===== src/rtl/y86_seq_ctrl.sv =====
// Multi-cycle sequencer for the Y86 SEQ core.
// Steps each instruction through fetch, decode, execute, memory, writeback and PC update,
// runs the memory handshakes, reports processor status and counts retired instructions.
// Optional feature macro: Y86_SINGLE_STEP_EN adds a 'step' input; after each PC update the
// sequencer rests in IDLE until a rising edge of step (or start).
module y86_seq_ctrl #(
  parameter int unsigned CNT_W       = 16,
  parameter int unsigned TMO_W       = 4,
  parameter int unsigned MEM_TIMEOUT = 12
) (
  input  logic             clk,
  input  logic             rst,
`ifdef Y86_SINGLE_STEP_EN
  input  logic             step,
`endif
  input  logic             start,
  input  logic [3:0]       icode_i,
  input  logic             instr_valid_i,
  input  logic             imem_ack,
  input  logic             dmem_ack,
  output logic             imem_req,
  output logic             dmem_req,
  output logic             dmem_we,
  output logic             fetch_en,
  output logic             dec_en,
  output logic             exe_en,
  output logic             wb_en,
  output logic             pc_en,
  output logic [1:0]       stat,
  output logic             running,
  output logic [CNT_W-1:0] retired
);

  typedef enum logic [3:0] {
    StIdle, StFetch, StDecode, StExecute, StMemory, StWriteback, StPcupd, StHalted, StError
  } state_e;

  localparam logic [1:0] StatAok = 2'b00;
  localparam logic [1:0] StatHlt = 2'b01;
  localparam logic [1:0] StatAdr = 2'b10;
  localparam logic [1:0] StatIns = 2'b11;

  // Counter value seen on the last permitted wait cycle.
  localparam logic [TMO_W-1:0] TmoLast = TMO_W'(MEM_TIMEOUT - 1);

  state_e           state_q, state_d;
  logic [1:0]       stat_q, stat_d;
  logic [TMO_W-1:0] tmo_q, tmo_d;
  logic [CNT_W-1:0] retired_q, retired_d;
  logic             icode_mem, icode_we, icode_wb;
  logic             go;

`ifdef Y86_SINGLE_STEP_EN
  logic step_q;

  // Registered copy of step for rising-edge detection.
  always_ff @(posedge clk or negedge rst) begin
    if (!rst) step_q <= 1'b0;
    else      step_q <= step;
  end

  assign go = start | (step & ~step_q);
`else
  assign go = start;
`endif

  // Per-icode attributes: memory access, memory write, register writeback.
  always_comb begin
    icode_mem = 1'b0;
    icode_we  = 1'b0;
    icode_wb  = 1'b0;
    case (icode_i)
      4'h2, 4'h3, 4'h6: icode_wb = 1'b1;
      4'h4: begin
        icode_mem = 1'b1;
        icode_we  = 1'b1;
      end
      4'h5, 4'h9, 4'hB: begin
        icode_mem = 1'b1;
        icode_wb  = 1'b1;
      end
      4'h8, 4'hA: begin
        icode_mem = 1'b1;
        icode_we  = 1'b1;
        icode_wb  = 1'b1;
      end
      default: ;
    endcase
  end

  // State, status, timeout and retire-count registers.
  always_ff @(posedge clk or negedge rst) begin
    if (!rst) begin
      state_q   <= StIdle;
      stat_q    <= StatAok;
      tmo_q     <= '0;
      retired_q <= '0;
    end else begin
      state_q   <= state_d;
      stat_q    <= stat_d;
      tmo_q     <= tmo_d;
      retired_q <= retired_d;
    end
  end

  // Next-state logic and stage strobes decoded from the current state.
  always_comb begin
    state_d   = state_q;
    stat_d    = stat_q;
    tmo_d     = tmo_q;
    retired_d = retired_q;
    imem_req  = 1'b0;
    dmem_req  = 1'b0;
    dmem_we   = 1'b0;
    fetch_en  = 1'b0;
    dec_en    = 1'b0;
    exe_en    = 1'b0;
    wb_en     = 1'b0;
    pc_en     = 1'b0;
    unique case (state_q)
      StIdle: begin
        if (go) begin
          state_d = StFetch;
          tmo_d   = '0;
        end
      end
      StFetch: begin
        imem_req = 1'b1;
        // An ack on the final wait cycle still wins over the timeout.
        if (imem_ack) begin
          fetch_en = 1'b1;
          state_d  = StDecode;
        end else begin
          tmo_d = tmo_q + 1'b1;
          if (tmo_q == TmoLast) begin
            state_d = StError;
            stat_d  = StatAdr;
          end
        end
      end
      StDecode: begin
        dec_en = 1'b1;
        if (icode_i == 4'h0) begin
          state_d = StHalted;
          stat_d  = StatHlt;
        end else if (!instr_valid_i || icode_i > 4'hB) begin
          state_d = StError;
          stat_d  = StatIns;
        end else begin
          state_d = StExecute;
        end
      end
      StExecute: begin
        exe_en = 1'b1;
        if (icode_mem) begin
          state_d = StMemory;
          tmo_d   = '0;
        end else begin
          state_d = StWriteback;
        end
      end
      StMemory: begin
        dmem_req = 1'b1;
        dmem_we  = icode_we;
        if (dmem_ack) begin
          state_d = StWriteback;
        end else begin
          tmo_d = tmo_q + 1'b1;
          if (tmo_q == TmoLast) begin
            state_d = StError;
            stat_d  = StatAdr;
          end
        end
      end
      StWriteback: begin
        wb_en   = icode_wb;
        state_d = StPcupd;
      end
      StPcupd: begin
        pc_en     = 1'b1;
        retired_d = retired_q + 1'b1;
`ifdef Y86_SINGLE_STEP_EN
        state_d   = StIdle;
`else
        state_d   = StFetch;
        tmo_d     = '0;
`endif
      end
      StHalted, StError: ;
      default: state_d = StIdle;
    endcase
  end

  assign running = !(state_q inside {StIdle, StHalted, StError});
  assign stat    = stat_q;
  assign retired = retired_q;

endmodule

===== config.mk =====
export PLATFORM = sky130hd
export DESIGN_NAME = y86_seq_ctrl
export DESIGN_NICKNAME = d
export VERILOG_FILES = /design/src/rtl/y86_seq_ctrl.sv
export SDC_FILE = /design/constraint.sdc
export NUM_CORES = 1
export LEC_CHECK = 0
export ABC_AREA = 1
export CAP_MARGIN = 20
export CORE_MARGIN = 10
export CORE_UTILIZATION = 40
export CTS_CLUSTER_DIAMETER = 150
export DETAILED_ROUTE_END_ITERATION = 7
export DONT_BUFFER_PORTS = 1
export PLACE_DENSITY_LB_ADDON = 0.1
export SLEW_MARGIN = 20
export SYNTH_ARGS = -nofsm -noshare
export SYNTH_HDL_FRONTEND = slang
export SYNTH_SLANG_ARGS = --single-unit

===== constraint.sdc =====
create_clock -name clk -period 2.87 [get_ports clk]
set_input_delay 0.574 -clock clk [delete_from_list [all_inputs] [get_ports clk]]
set_output_delay 0.574 -clock clk [all_outputs]
set_load 0.05 [all_outputs]

==> results.json <==
{
  "async_flop_share_pct": 100,
  "wl_per_cell_um": 14.3,
  "dieArea_um2": 7200,
  "clock_sinks": 26,
  "fin_crit_ns": 2.15,
  "setup_viol": 0,
  "rr_startpoint": "state_q[3]",
  "cp_max_fo": 8,
  "ys_warn_count": 0,
  "r2r_end": "retired[5]",
  "startpoint": "state_q[3]",
  "grt_setup_unrepaired": "no",
  "ctsResizeCount": 0,
  "status": "complete, no violations",
  "syn_avg_cell_area_um2": 6.95,
  "die_x_um": 84.9,
  "slew_headroom_pct": 59.3,
  "yosys.area.top_type": "dfrtp_1",
  "synth_top_cell_area_share_pct": 38.7,
  "final_layout_size_suffix_gt1_share_pct": 10.1,
  "core_um2": 4030,
  "die_y_um": 84.9,
  "p_per_area_nw_per_um2": 810,
  "finClkSkew_ns": 0.00357,
  "numCtsBuffers": 3,
  "cts.htree.levels": 1,
  "n_antenna_cell": 0,
  "grt_first_pass_wirelength_um": 7320,
  "yosysMostFrequentCell": "nand2_1",
  "clock_latency_ns": 0.27,
  "fmax_ghz": 0.466,
  "place_area_um2": 1760,
  "required_ns": 2.30,
  "syn-cell-area_um2": 1680,
  "grt_max_degree": 27,
  "ys_types": 25,
  "timing.final.max_slew_violations": 0,
  "grt_pass1_vias": 1539,
  "port_buffers": 0,
  "grt_overflow": 0,
  "leakagePower_uw": 0.000941,
  "vias": 1454,
  "clkTransAtPathRegs_ns": 0.09,
  "grt_usage_pct": 12.0,
  "finalHoldViolations": 0,
  "tightest_slew_ns": 0.611,
  "ys_seq_area_share_pct": 38.7,
  "cts_max_path_buffers": 2,
  "syn-num-nets": 254,
  "startpoint_type": "flip-flop",
  "place.detailed.hpwl_um": 3290,
  "cts_root_buffer": "clkbuf_8",
  "setup_tns_ns": 0,
  "yosys_most_used_dff": "dfrtp_1",
  "vias_per_cell": 4.90,
  "r2r_slack_ns": 1.08,
  "nets": 261,
  "drtIter0Drc": 43,
  "crit_arrival_ns": 1.57,
  "synth_edf_count": 0,
  "fin_hold_ws_ns": 0.104,
  "cts_tree": "done",
  "register_area_um2": 651,
  "first_pass_iters": 5,
  "ir_worst_vdd_mv": 0.642,
  "worst_hold_path_type": "in2async",
  "criticalPathCategory": "reg2out",
  "fin_crit_sh_pct": 74.8,
  "fin_area_um2": 1820,
  "synth_cells": 242,
  "synthTopCellsByArea": "dfrtp_1 39%, nand2_1 21%, nor2_1 6.0%, nand3_1 5.7%, inv_1 4.2%",
  "place_congestion": 0.825,
  "ys_seq_elements": 26,
  "core.rowCount": 23,
  "drv_cap": 0,
  "antenna_found_initial": 0,
  "fill_cells": 445,
  "ant_nets": 0,
  "io_pins": 37,
  "syn_to_final_growth_pct": 8.40,
  "drc": 0,
  "multiInputGateArea_um2": 933,
  "wl_um": 4240,
  "endpoint": "fetch_en",
  "r2r_cells": 6,
  "crit_path_end_kind": "output port",
  "ys_top_cells_by_count": "93 x nand2_1, 27 x nor2_1, 26 x dfrtp_1",
  "initial_core_util_pct": 41.8
}
state kept, by name, indices dropped and copies added (netlist names):
name,flops
state_q,4
retired,16
stat,2
tmo_q,4
report_power, final:
group,switching (uW),internal [uW],leakage [uW],total [uW]
logic,481,173,0.000566,654
registers,180,428,0.000353,608
clock network,121,94.3,0.0000216,215
total,783,695,0.000941,1480
kinds of logic (layout without fill, tap and decap cells):
kind of cell | count (synthesis) | in the layout | synth area share, %
compound gates | 10 | 10 | 3.35
fa+ha+maj | 2 | 2 | 1.49
xor+xnor | 12 | 12 | 6.25
flops | 26 | 26 | 38.7
buf+inv | 27 | 32 | 6.17
simple gates | 165 | 165 | 44.1
worst min-delay path by stage:
stage / end / from / slack (ns) / cells after the start
after floorplan: retired[0] / rst / 0.28 / 0
after global placement: tmo_q[0] / rst / 0.28 / 0
after detailed placement: tmo_q[1] / rst / 0.28 / 0
after CTS: retired[2] / rst / 0.10 / 1
after global routing: retired[5] / rst / 0.10 / 1
final: retired[14] / rst / 0.10 / 1
final cells by class:
cell class / count / share of cell area (%)
multi-input cells: 189 / 51.2
flip-flops and latches: 26 / 35.7
inverters: 25 / 5.14
well taps: 50 / 3.43
repair buffers: 4 / 2.33
clock buffers: 3 / 2.26
worst max-delay path, stage by stage, from the launching register on:
cell	delay, ns
dfrtp_1	0.46
nor2_4	0.24
nand3_1	0.21
inv_1	0.39
what timing repair did:
item / 4_1_cts / 5_1_grt
hold endpoints to repair: 26 / 0
setup buffers: 0 / 0
hold buffers: 1 / 0
metal layers:
metal,global-route usage [%],up-vias,wire length [um]
met5,0,-,0
met4,4.04,0,63
met3,4.40,6,291
met2,19.5,26,1790
met1,14.3,655,2090
li1,-,767,-
per-stage QoR:
| step | setup slack [ns] | total power (uW) | std cells | util (%) |
|---|---|---|---|---|
| 3_3_place_gp | 1.04 | 1260 | 293 | 43.8 |
| 4_1_cts | 0.721 | 1500 | 297 | 45.3 |
| 3_5_place_dp | 1.04 | 1270 | 293 | 43.8 |
| 6_report | 0.723 | 1480 | 297 | 45.3 |
| 5_1_grt | 0.617 | 1590 | 297 | 45.3 |
| 2_1_floorplan | 0.430 | 1120 | 242 | - |
layout by cell type (no fill, tap or decap):
master / count
nand2_1: 93
nor2_1: 27
dfrtp_1: 26
inv_1: 19
nand3_1: 19
xnor2_1: 8
a21oi_1: 5
nand4_1: 5
inv_2: 4
xor2_1: 4
nand3b_1: 4
nor2_2: 3
nor2_4: 3
nand3_2: 3
o21ai_1: 3
clkbuf_8: 3
buf_4: 3
nand2_2: 2
clkinv_1: 2
nor3_1: 2
ha_1: 2
nand2_4: 1
o21bai_1: 1
nor3_2: 1
nor3b_1: 1
a21oi_2: 1
and2_1: 1
buf_12: 1
Power figures use the tool's default switching activity.
